==> src/rtl/cam_pkg.sv <==
// rtl/cam_pkg.sv - shared camera-path types and constants
package cam_pkg;

  localparam int H_ACTIVE_DEF = 800;
  localparam int V_ACTIVE_DEF = 480;
  localparam int COORD_W      = 16;

  typedef enum logic [1:0] {
    IDLE   = 2'd0,
    ACTIVE = 2'd1,
    DONE   = 2'd2
  } raster_state_t;

endpackage

==> src/rtl/rgb2gray.sv <==
// rtl/rgb2gray.sv - registered R + 2G + B weighted sum
module rgb2gray #(
  parameter int IN_W = 10
) (
  input  logic            clk_i,
  input  logic            rst_ni,
  input  logic [IN_W-1:0] red_i,
  input  logic [IN_W-1:0] green_i,
  input  logic [IN_W-1:0] blue_i,
  output logic [IN_W+1:0] sum_o
);

  logic [IN_W+1:0] sum_d;
  logic [IN_W+1:0] sum_q;

  // IN_W+2 bits hold the worst case 4*(2^IN_W - 1) without overflow
  assign sum_d = (IN_W+2)'(red_i) + ((IN_W+2)'(green_i) << 1) + (IN_W+2)'(blue_i);

  always_ff @(posedge clk_i) begin
    if (!rst_ni) begin
      sum_q <= '0;
    end else begin
      sum_q <= sum_d;
    end
  end

  assign sum_o = sum_q;

endmodule

==> src/rtl/gray_raster_source.sv <==
// rtl/gray_raster_source.sv - RGB to gray with raster coordinates and frame sequencing
module gray_raster_source
  import cam_pkg::*;
#(
  parameter int IN_W     = 10,
  parameter int H_ACTIVE = H_ACTIVE_DEF,
  parameter int V_ACTIVE = V_ACTIVE_DEF
) (
  input  logic                      iClk,
  input  logic                      iRst_N,
  input  logic [IN_W-1:0]           iRed,
  input  logic [IN_W-1:0]           iGreen,
  input  logic [IN_W-1:0]           iBlue,
  input  logic                      iValid,
  input  logic                      iFrameStart,
  output logic [7:0]                oGray,
  output logic                      oValid,
  output logic signed [COORD_W-1:0] oX_Cont,
  output logic signed [COORD_W-1:0] oY_Cont,
  output logic                      oFrameDone,
  output logic                      oShortFrame,
  output logic                      oOverrun
);

  localparam int XW = $clog2(H_ACTIVE);
  localparam int YW = $clog2(V_ACTIVE);
  localparam logic [XW-1:0] X_LAST = XW'(H_ACTIVE - 1);
  localparam logic [YW-1:0] Y_LAST = YW'(V_ACTIVE - 1);

  raster_state_t state_q, state_d;
  logic [XW-1:0] x_q, x_d, pix_x;
  logic [YW-1:0] y_q, y_d, pix_y;
  logic          overrun_q, overrun_d;
  logic          pix_emit, pix_last, short_pulse;

  logic [IN_W+1:0] s1_sum;
  logic            s1_valid_q, s1_done_q, s1_short_q;
  logic [XW-1:0]   s1_x_q;
  logic [YW-1:0]   s1_y_q;

  logic [7:0]         gray_q;
  logic               valid_q, done_q, short_q;
  logic [COORD_W-1:0] xo_q, yo_q;
  logic               unused_sum_lsbs;

  rgb2gray #(.IN_W(IN_W)) u_rgb2gray (
    .clk_i  (iClk),
    .rst_ni (iRst_N),
    .red_i  (iRed),
    .green_i(iGreen),
    .blue_i (iBlue),
    .sum_o  (s1_sum)
  );

  // A frame start is applied before any pixel seen in the same cycle
  always_comb begin
    state_d     = state_q;
    x_d         = x_q;
    y_d         = y_q;
    overrun_d   = overrun_q;
    pix_x       = x_q;
    pix_y       = y_q;
    pix_emit    = 1'b0;
    pix_last    = 1'b0;
    short_pulse = 1'b0;
    if (iFrameStart) begin
      short_pulse = (state_q == ACTIVE) && ((x_q != '0) || (y_q != '0));
      state_d     = ACTIVE;
      x_d         = '0;
      y_d         = '0;
      pix_x       = '0;
      pix_y       = '0;
    end
    if (iValid) begin
      if (iFrameStart || (state_q == ACTIVE)) begin
        pix_emit = 1'b1;
        pix_last = (pix_x == X_LAST) && (pix_y == Y_LAST);
        if (pix_last) begin
          state_d = DONE;
          x_d     = '0;
          y_d     = '0;
        end else if (pix_x == X_LAST) begin
          x_d = '0;
          y_d = pix_y + YW'(1);
        end else begin
          x_d = pix_x + XW'(1);
        end
      end else if (state_q == DONE) begin
        overrun_d = 1'b1;
      end
    end
  end

  always_ff @(posedge iClk) begin
    if (!iRst_N) begin
      state_q    <= IDLE;
      x_q        <= '0;
      y_q        <= '0;
      overrun_q  <= 1'b0;
      s1_valid_q <= 1'b0;
      s1_done_q  <= 1'b0;
      s1_short_q <= 1'b0;
      s1_x_q     <= '0;
      s1_y_q     <= '0;
      gray_q     <= '0;
      valid_q    <= 1'b0;
      done_q     <= 1'b0;
      short_q    <= 1'b0;
      xo_q       <= '0;
      yo_q       <= '0;
    end else begin
      state_q    <= state_d;
      x_q        <= x_d;
      y_q        <= y_d;
      overrun_q  <= overrun_d;
      s1_valid_q <= pix_emit;
      s1_done_q  <= pix_last;
      s1_short_q <= short_pulse;
      s1_x_q     <= pix_x;
      s1_y_q     <= pix_y;
      valid_q    <= s1_valid_q;
      done_q     <= s1_valid_q & s1_done_q;
      short_q    <= s1_short_q;
      // Pixel outputs hold their last value between valid pixels
      if (s1_valid_q) begin
        gray_q <= s1_sum[IN_W+1:IN_W-6];
        xo_q   <= COORD_W'(s1_x_q);
        yo_q   <= COORD_W'(s1_y_q);
      end
    end
  end

  assign unused_sum_lsbs = ^s1_sum[IN_W-7:0];

  assign oGray       = gray_q;
  assign oValid      = valid_q;
  assign oX_Cont     = xo_q;
  assign oY_Cont     = yo_q;
  assign oFrameDone  = done_q;
  assign oShortFrame = short_q;
  assign oOverrun    = overrun_q;

endmodule
==> config.mk <==
export PLATFORM = sky130hd
export DESIGN_NAME = gray_raster_source
export DESIGN_NICKNAME = d
export VERILOG_FILES = /design/src/rtl/cam_pkg.sv /design/src/rtl/rgb2gray.sv /design/src/rtl/gray_raster_source.sv
export SDC_FILE = /design/constraint.sdc
export NUM_CORES = 1
export LEC_CHECK = 0
export BUFFER_PORTS_ARGS = -buffer_cell sky130_fd_sc_hd__buf_2
export CAP_MARGIN = 20
export CORE_ASPECT_RATIO = 1.2
export CORE_UTILIZATION = 35
export CTS_CLUSTER_DIAMETER = 200
export DETAILED_ROUTE_END_ITERATION = 12
export PLACE_DENSITY = 0.58
export SYNTH_ARGS = -nofsm -noshare
export SYNTH_HDL_FRONTEND = slang
export SYNTH_SLANG_ARGS = --single-unit
==> constraint.sdc <==
create_clock -name iClk -period 2.4 [get_ports iClk]
set_input_delay 0.12 -clock iClk [delete_from_list [all_inputs] [get_ports iClk]]
set_output_delay 0.12 -clock iClk [all_outputs]
set_load 0.005 [all_outputs]
### Yosys cells after proc, flatten, opt, wreduce, memory -nomap -nowiden

Index checks and enable logic that the tools add are counted.
Widths: inputs -> output; s select.

| operators by class | value |
|---|---|
| bitwise logic cells | 2 |
| shift operators | 0 |
| reduce and logical (&&, ||, !) cells | 10 |
| div/mod/pow operators | 0 |
| add/sub/neg operators | 4 |
| equality and inequality tests | 4 |
| order comparisons | 0 |
| multipliers | 0 |
| mux-type cells | 15 |

Operators by type and width:

| cell | number |
|---|---|
| $mux 10 | 5 |
| $mux 9 | 5 |
| $add 10x11->12 | 1 |
| $add 12x10->12 | 1 |
| $add 10x1->10 const B | 1 |
| $eq 10x10->1 const B | 1 |
| $reduce_bool 10->1 | 1 |
| $add 9x1->9 const B | 1 |
| $eq 9x9->1 const B | 1 |
| $reduce_bool 9->1 | 1 |
| $mux 2 | 4 |
| $reduce_and 3->1 | 2 |
| $reduce_and 2->1 | 2 |
| $eq 2x1->1 const B | 1 |
| $eq 2x2->1 const B | 1 |
| $logic_and 1x1->1 | 2 |
| $logic_or 1x1->1 | 2 |
| $and 1x1->1 | 1 |
| $mux 1 | 1 |
| $not 1->1 | 1 |

| storage, ports and cells | value |
|---|---|
| register bits | 86 |
| memories kept | 0 |
| RAM bits | 0 |
| latch bits | 0 |
| ROM bits | 0 |
| input port bits | 34 |
| word-level logic and storage cells | 51 |

### Depth between registers and ports, before layout

Gate-level depths: netlist of run 1.

| depth | value |
|---|---|
| depth after elaboration | 6 |
| gate-level depth with buffers | 9 |
| mapped depth without buffers | 9 |

### Cells and area by module

A second synthesis of run 1 with hierarchy kept.

| unflattened totals | value |
|---|---|
| cells, all modules | 405 |
| area, all modules | 3,987.6 um^2 |

Modules (own cells, without submodules):

| module | seq. area each (um^2) | area each (um^2) | cells an instance | times used |
|---|---|---|---|---|
| gray_raster_source | 1,481.4 | 3,064.2 | 314 | 1 |
| rgb2gray | 240.2 | 923.4 | 91 | 1 |

### Worst setup path after synthesis of run 1

OpenSTA, ideal clock, no wires.

| timing | value |
|---|---|
| path kind | reg-to-reg |
| start | register x_q[0] |
| end | register state_q[1] |
| data arrival time | 2,019 ps |
| data required time | 2,342 ps |
| stages on the path, launching flop included | 8 |
| clock period less this slack | 2,077 ps |
| setup slack | 323 ps |
| cell sequence | dfxtp_1 nor2b_1 ha_1 nand4b_1 or3_4 nor4_4 and2_4 o21a_1 |

| on the way | value |
|---|---|
| longest elaborated chain between the ends | 6 |

Ends and longest elaborated chain:

| item | line | text |
|---|---|---|
| start: declaration | gray_raster_source.sv:31 | `logic [XW-1:0] x_q, x_d, pix_x;` |
| start signal: assignment | gray_raster_source.sv:97 | `x_q <= '0;` |
| start signal: assignment | gray_raster_source.sv:113 | `x_q <= x_d;` |
| $mux 10 | gray_raster_source.sv:66 | `if (iFrameStart) begin` |
| net pix_x[0] | gray_raster_source.sv:31 |  |
| $eq 10x10->1 | gray_raster_source.sv:77 | `pix_last = (pix_x == X_LAST) && (pix_y == Y_LAST);` |
| $logic_and 1x1->1 | gray_raster_source.sv:77 |  |
| $mux 2 | gray_raster_source.sv:78 | `if (pix_last) begin` |
| $mux 2 | gray_raster_source.sv:75 | `if (iFrameStart \|\| (state_q == ACTIVE)) begin` |
| $mux 2 | gray_raster_source.sv:74 | `if (iValid) begin` |
| end signal: assignment | gray_raster_source.sv:112 | `state_q <= state_d;` |
| end: declaration | gray_raster_source.sv:30 | `raster_state_t state_q, state_d;` |

The timed path passes the listed nets, and every way through them passes these cells.
A chain may end at the register's enable or synchronous reset.

### Worst setup path after layout of run 1

| timing | value |
|---|---|
| start | register x_q[0] |
| end | register y_q[6] |

| on the way | value |
|---|---|
| longest elaborated chain between the ends | 6 |

Ends and longest elaborated chain:

| item | line | text |
|---|---|---|
| $mux 10 * | gray_raster_source.sv:66 |  |
| net pix_x[0] | gray_raster_source.sv:31 |  |
| $eq 10x10->1 * | gray_raster_source.sv:77, gray_raster_source.sv:82 |  |
| $mux 9 or $logic_and 1x1->1 (tied branches) | gray_raster_source.sv:82, gray_raster_source.sv:77 |  |
| $mux 9 * | gray_raster_source.sv:78 |  |
| $mux 9 * | gray_raster_source.sv:75 |  |
| $mux 9 * | gray_raster_source.sv:74 |  |
| end signal: assignment | gray_raster_source.sv:114 | `y_q <= y_d;` |
| end: declaration | gray_raster_source.sv:32 | `logic [YW-1:0] y_q, y_d, pix_y;` |

Mark *: on every way through the listed nets, which the timed path passes. The rest lies on a longest branch.

==> results of run 1 <==
power by group:
part / leakage [nW] / switching [mW] / internal (mW) / total (mW)
clock network: 0.127 / 0.493 / 0.728 / 1.22
logic: 1.13 / 0.184 / 0.154 / 0.338
registers: 0.664 / 0.0190 / 1.41 / 1.43
total: 1.92 / 0.697 / 2.29 / 2.98
cells by family (layout without fill, tap and decap cells):
kind of cell | count (synthesis) | in the layout | share of synthesized area
simple gates | 157 | 157 | 0.240
flops | 82 | 82 | 0.447
buf+inv | 37 | 104 | 0.0532
compound gates | 31 | 31 | 0.0525
mux | 30 | 30 | 0.0818
fa+ha+maj | 20 | 20 | 0.0866
xor+xnor | 16 | 16 | 0.0382
other cells | 1 | 13 | 0.00102
per-layer routing:
metal,wire length (um),GRT usage
met4,277,0.0945
met3,464,0.0485
met5,0,0
met2,3460,0.245
met1,3040,0.161
registers in the layout, summed over array words and instances (netlist names), 2 cells and up:
| signal | cells |
|---|---|
| oX_Cont | 10 |
| s1_x_q | 10 |
| x_q | 10 |
| oY_Cont | 9 |
| s1_y_q | 9 |
| y_q | 9 |
| oGray | 8 |
| u_rgb2gray.sum_o | 8 |
| state_q | 2 |
final cells by class:
type                            count  area, um2  area share
Multi-Input combinational cell    267       1880       0.428
Sequential cell                    82       1640       0.373
Timing Repair Buffer               76        410      0.0931
Clock buffer                       14        254      0.0576
Tap cell                          126        158      0.0358
Inverter                           12       45.0      0.0102
Clock inverter                      2       12.5     0.00284
critical path, stage by stage (launching register included):
cell      delay [ns]
dfxtp_1         0.34
nor2b_1         0.29
ha_1            0.22
nand4b_1        0.13
buf_4           0.18
or3_1           0.37
nor3_1          0.24
a21oi_1         0.10
a311oi_1        0.25
cells in the final DEF, fill, tap and decap left out, types with 9 or more instances in the layout:
cell	synthesis	final
clkbuf_16	0	9
mux2i_1	30	30
fa_1	9	9
conb_1	1	13
xor2_1	9	9
a21oi_1	13	13
dfxtp_1	82	81
inv_1	11	11
nor2_1	51	51
nor2b_1	11	11
nand2_1	14	14
buf_2	0	64
ha_1	11	11
nor3_1	11	10
buf_4	13	12
and2_1	20	20
final timing paths:
kind              startpoint  slack, ns           to
hold / removal        iValid       0.09     oOverrun
hold reg to reg   s1_short_q       0.43  oShortFrame
setup / recovery      x_q[0]       0.20       y_q[6]
setup reg to reg      x_q[0]       0.20       y_q[6]
metrics by stage:
stage / power (mW) / setup WS, ns
after floorplan: 1.71 / 0.323
after global placement: 1.79 / 0.194
after detailed placement: 1.80 / 0.156
after CTS: 3.03 / 0.210
after global routing: 3.15 / 0.00263
final: 2.98 / 0.201
==> reports/metrics.cfg, run 1 <==
[timing]
setup_viol = 0
tightest_slew_ns = 0.540
fin_worst_skew_ns = 0.00393
fin_crit_sh = 0.916
finalSetupTns_ns = 0
hold_viol = 0
rsz0062_at_grt = false
max_freq_mhz = 455
slew_headroom = 0.637
fin_hold_ws_ns = 0.0915
slew_viol_final = 0
period_minus_slack_ns = 2.20

[worst_setup_path]
worstSetupPathType = flop to flop
critPathRequiredTime_ns = 2.64
worstSetupStartpointType = flop
crit_fanout = 4
worstPathArrival_ns = 2.44
reg2reg_depth = 8
cp-end-kind = flop

[route]
avgRoutedWirePerCell_um = 12.5
firstDrtPassIters = 4
via_count = 2746
drc = 0
totalWireLength_um = 7240
ant_nets = 0
viasPerCell = 4.74
drt-initial-drc-count = 68

[clock_tree]
root_buffer = clkbuf_16
clk_latency_ns = 0.33
cts_buffers = 9
cts_tree = yes
cts_resized = 0
clk_pin_slew_ns = 0.05
cts.path.max_buffers = 2
cts_num_sinks = 82
cts-hold-fix-buffers = 0
htreeDepth = 3
cts_setup_buffers = 0

[cells_and_area]
final_layout_size_suffix_gt1_frac = 0.236
fin_util = 0.436
nets = 502
postLayoutCellArea_um2 = 4410
antenna_cells = 0
area_growth_pct = 20.0
fillers = 997
stdcell_count = 579

[placed_design]
port_buffers = 64
place_hpwl_um = 5320
placed_cells = 563
gp_congestion = 0.816
postPlaceCellArea_um2 = 4140

[synthesis]
ys_ff_latch = 82
synth_top_area_cell = dfxtp_1
synth-main-ff-cell = dfxtp_1
synth_common_cells = 82 x dfxtp_1, 51 x nor2_1, 30 x mux2i_1
syn_avg_cell_area_um2 = 9.82
netlist_area_um2 = 3670
ys_seq_area_frac = 0.447
postSynthCellCount = 374
synth-async-reset-ratio = 0
synth_top_cell_area_share = 0.447
synth.most_common_cell = dfxtp_1
synth-edff-count = 0
yosysWarnings = 0
synthDistinctLibCells = 49
synth.area.top_cells = dfxtp_1 45%, mux2i_1 8.2%, nor2_1 5.2%

[die]
core_area_um2 = 10100
std_cell_rows = 40
die_h_um = 114
start_util = 0.363
io_pins = 78
dieArea_um2 = 10900
fp.dieW_um = 95.5

[global_routing]
grt_max_degree = 44
grt_pass1_vias = 2769
antenna_found_initial = 0
grt_use_total = 0.148
grt-ovfl-total = 0
grt_pass1_wl_um = 12400

[hold_path]
whs_path_depth = 3
worst_hold_path_type = primary input to flop

[run_status]
status = complete, no violations

[power_and_ir_drop]
leakage_nw = 1.92
pwr_density_cell_nw_per_um2 = 677
max-vdd-ir-drop_v = 0.000302

[flow_run]
max_cap_violations = 0

Power figures use the tool's default switching activity.
==> run 2, diff against run 1 <==
--- a/config.mk
+++ b/config.mk
@@ -7,7 +7,7 @@
 export LEC_CHECK = 0
 export BUFFER_PORTS_ARGS = -buffer_cell sky130_fd_sc_hd__buf_2
 export CAP_MARGIN = 20
-export CORE_ASPECT_RATIO = 1.2
+export CORE_MARGIN = 2
 export CORE_UTILIZATION = 35
 export CTS_CLUSTER_DIAMETER = 200
 export DETAILED_ROUTE_END_ITERATION = 12
==> constraint.sdc (replaced) <==
create_clock -name iClk -period 2.4 [get_ports iClk]
set_input_delay 0.36 -clock iClk [delete_from_list [all_inputs] [get_ports iClk]]
set_output_delay 0.36 -clock iClk [all_outputs]
set_load 0.005 [all_outputs]
==> run 2 against run 1 <==
Effect of this change:
- setup slack gained 0.063 ns
- count of clock-buffer cells in the layout shrank 4
- die area grew 3.9%
- total power shrank 3.4%
==> reports/metrics.cfg, run 2 (same netlist as run 1, synthesis figures left out) <==
[placed_design]
port_buffers = 64
gp_congestion = 0.817
place_ws_ns = -0.0702
place_hpwl_um = 5300
placed_cells = 574

[die]
die_h_um = 106
std_cell_rows = 37
fp.dieW_um = 106
io_pins = 78
dieArea_um2 = 11300
start_util = 0.359
core_area_um2 = 10200

[worst_setup_path]
critPathRequiredTime_ns = 2.63
crit_chain = nor2b_1, ha_1, nand4b_1, buf_4, nor4_2, buf_4, mux2i_1, nor3_1
cp-end-kind = flop
worstSetupStartpointType = flop
cp.buffers_inverters = 2
crit_path_frequent_cell = buf_4
worstPathArrival_ns = 2.36
max_stage_delay_ns = 0.49
crit_family = simple AND/OR/NAND/NOR gates
cpMaxStageDelayCell = nor4_2
crit_fanout = 4
worstSetupPathType = flop to flop

[clock_tree]
clk_pin_slew_ns = 0.08
clk_latency_ns = 0.35
htreeDepth = 3
cts_num_sinks = 82
cts_setup_buffers = 0
cts_buffers = 9
root_buffer = clkbuf_8
cts_tree = yes
cts_resized = 0
cts-hold-fix-buffers = 0
cts.path.max_buffers = 2

[cells_and_area]
fillers = 996
antenna_cells = 0
seqCellArea_um2 = 1640
final_common_cell = dfxtp_1
stdcell_count = 590
final_layout_size_suffix_gt1_frac = 0.244
area_growth_pct = 19.7
layout_common_cells = 81 x dfxtp_1, 64 x buf_2, 51 x nor2_1
multiInputGateArea_um2 = 1880
fin_util = 0.429
nets = 503

[hold_path]
worst_hold_path_type = primary input to flop

[power_and_ir_drop]
leakage_nw = 1.91
pwr_density_cell_nw_per_um2 = 656
max-vdd-ir-drop_v = 0.000228
total_power_mw = 2.88

[route]
ant_nets = 0
firstDrtPassIters = 5
via_count = 2778
avgRoutedWirePerCell_um = 12.4
drt-initial-drc-count = 115
totalWireLength_um = 7320
drc = 0
viasPerCell = 4.71

[timing]
setup_viol = 0
fin_worst_skew_ns = 0.00828
fin_ws_ns = 0.264
fin_crit_sh = 0.890
max_freq_mhz = 468
slew_viol_final = 0
slew_headroom = 0.604
period_minus_slack_ns = 2.14
rsz0062_at_grt = false
hold_viol = 0
tightest_slew_ns = 0.590

[global_routing]
grt_max_degree = 44
grt_pass1_wl_um = 12600
antenna_found_initial = 0
grt-ovfl-total = 0
grt_pass1_vias = 2620
grt_use_total = 0.140

[flow_run]
max_cap_violations = 0

[run_status]
status = complete, no violations

[run 2: metrics by stage]
| step | hold WS (ns) | cell area, um2 | setup TNS [ns] |
|---|---|---|---|
| 6_report | 0.312 | 4390 | 0 |
| 3_5_place_dp | 0.429 | 4170 | -0.283 |
| 2_1_floorplan | 0.412 | 3720 | 0 |
| 5_1_grt | 0.344 | 4390 | 0 |
| 4_1_cts | 0.302 | 4390 | 0 |
| 3_3_place_gp | 0.427 | 4170 | -0.0995 |
[run 2: final timing paths]
path                            cells after the start          end  slack [ns]        from
worst max register to register                      8       y_q[1]        0.26      x_q[0]
worst min register to register                      1  oShortFrame        0.44  s1_short_q
worst max-delay path                                8       y_q[1]        0.26      x_q[0]
worst min-delay path                                3     oOverrun        0.31      iValid
[run 2: power by group]
group	total, mW	internal [mW]	switching, mW	leakage (nW)
logic	0.347	0.162	0.185	1.14
clock network	1.11	0.615	0.494	0.109
registers	1.43	1.40	0.0216	0.664
total	2.88	2.18	0.701	1.91
[run 2: area by class of cell]
cell class	count	share of cell area
multi-input cells	267	0.428
flip-flops and latches	82	0.374
repair buffers	77	0.0980
well taps	136	0.0387
clock buffers	10	0.0313
clock inverters	6	0.0202
inverters	12	0.0103
[run 2: worst min-delay path: cells and delay by family]
kind	cells	cell delay, ns
buf+inv	1	0.12
compound gates	1	0.08
simple gates	1	0.07
[run 2: per-layer routing]
metal / GRT usage / wire (um)
met5: 0 / 0
met1: 0.184 / 3460
met4: 0.0510 / 135
met3: 0.0411 / 429
met2: 0.218 / 3290
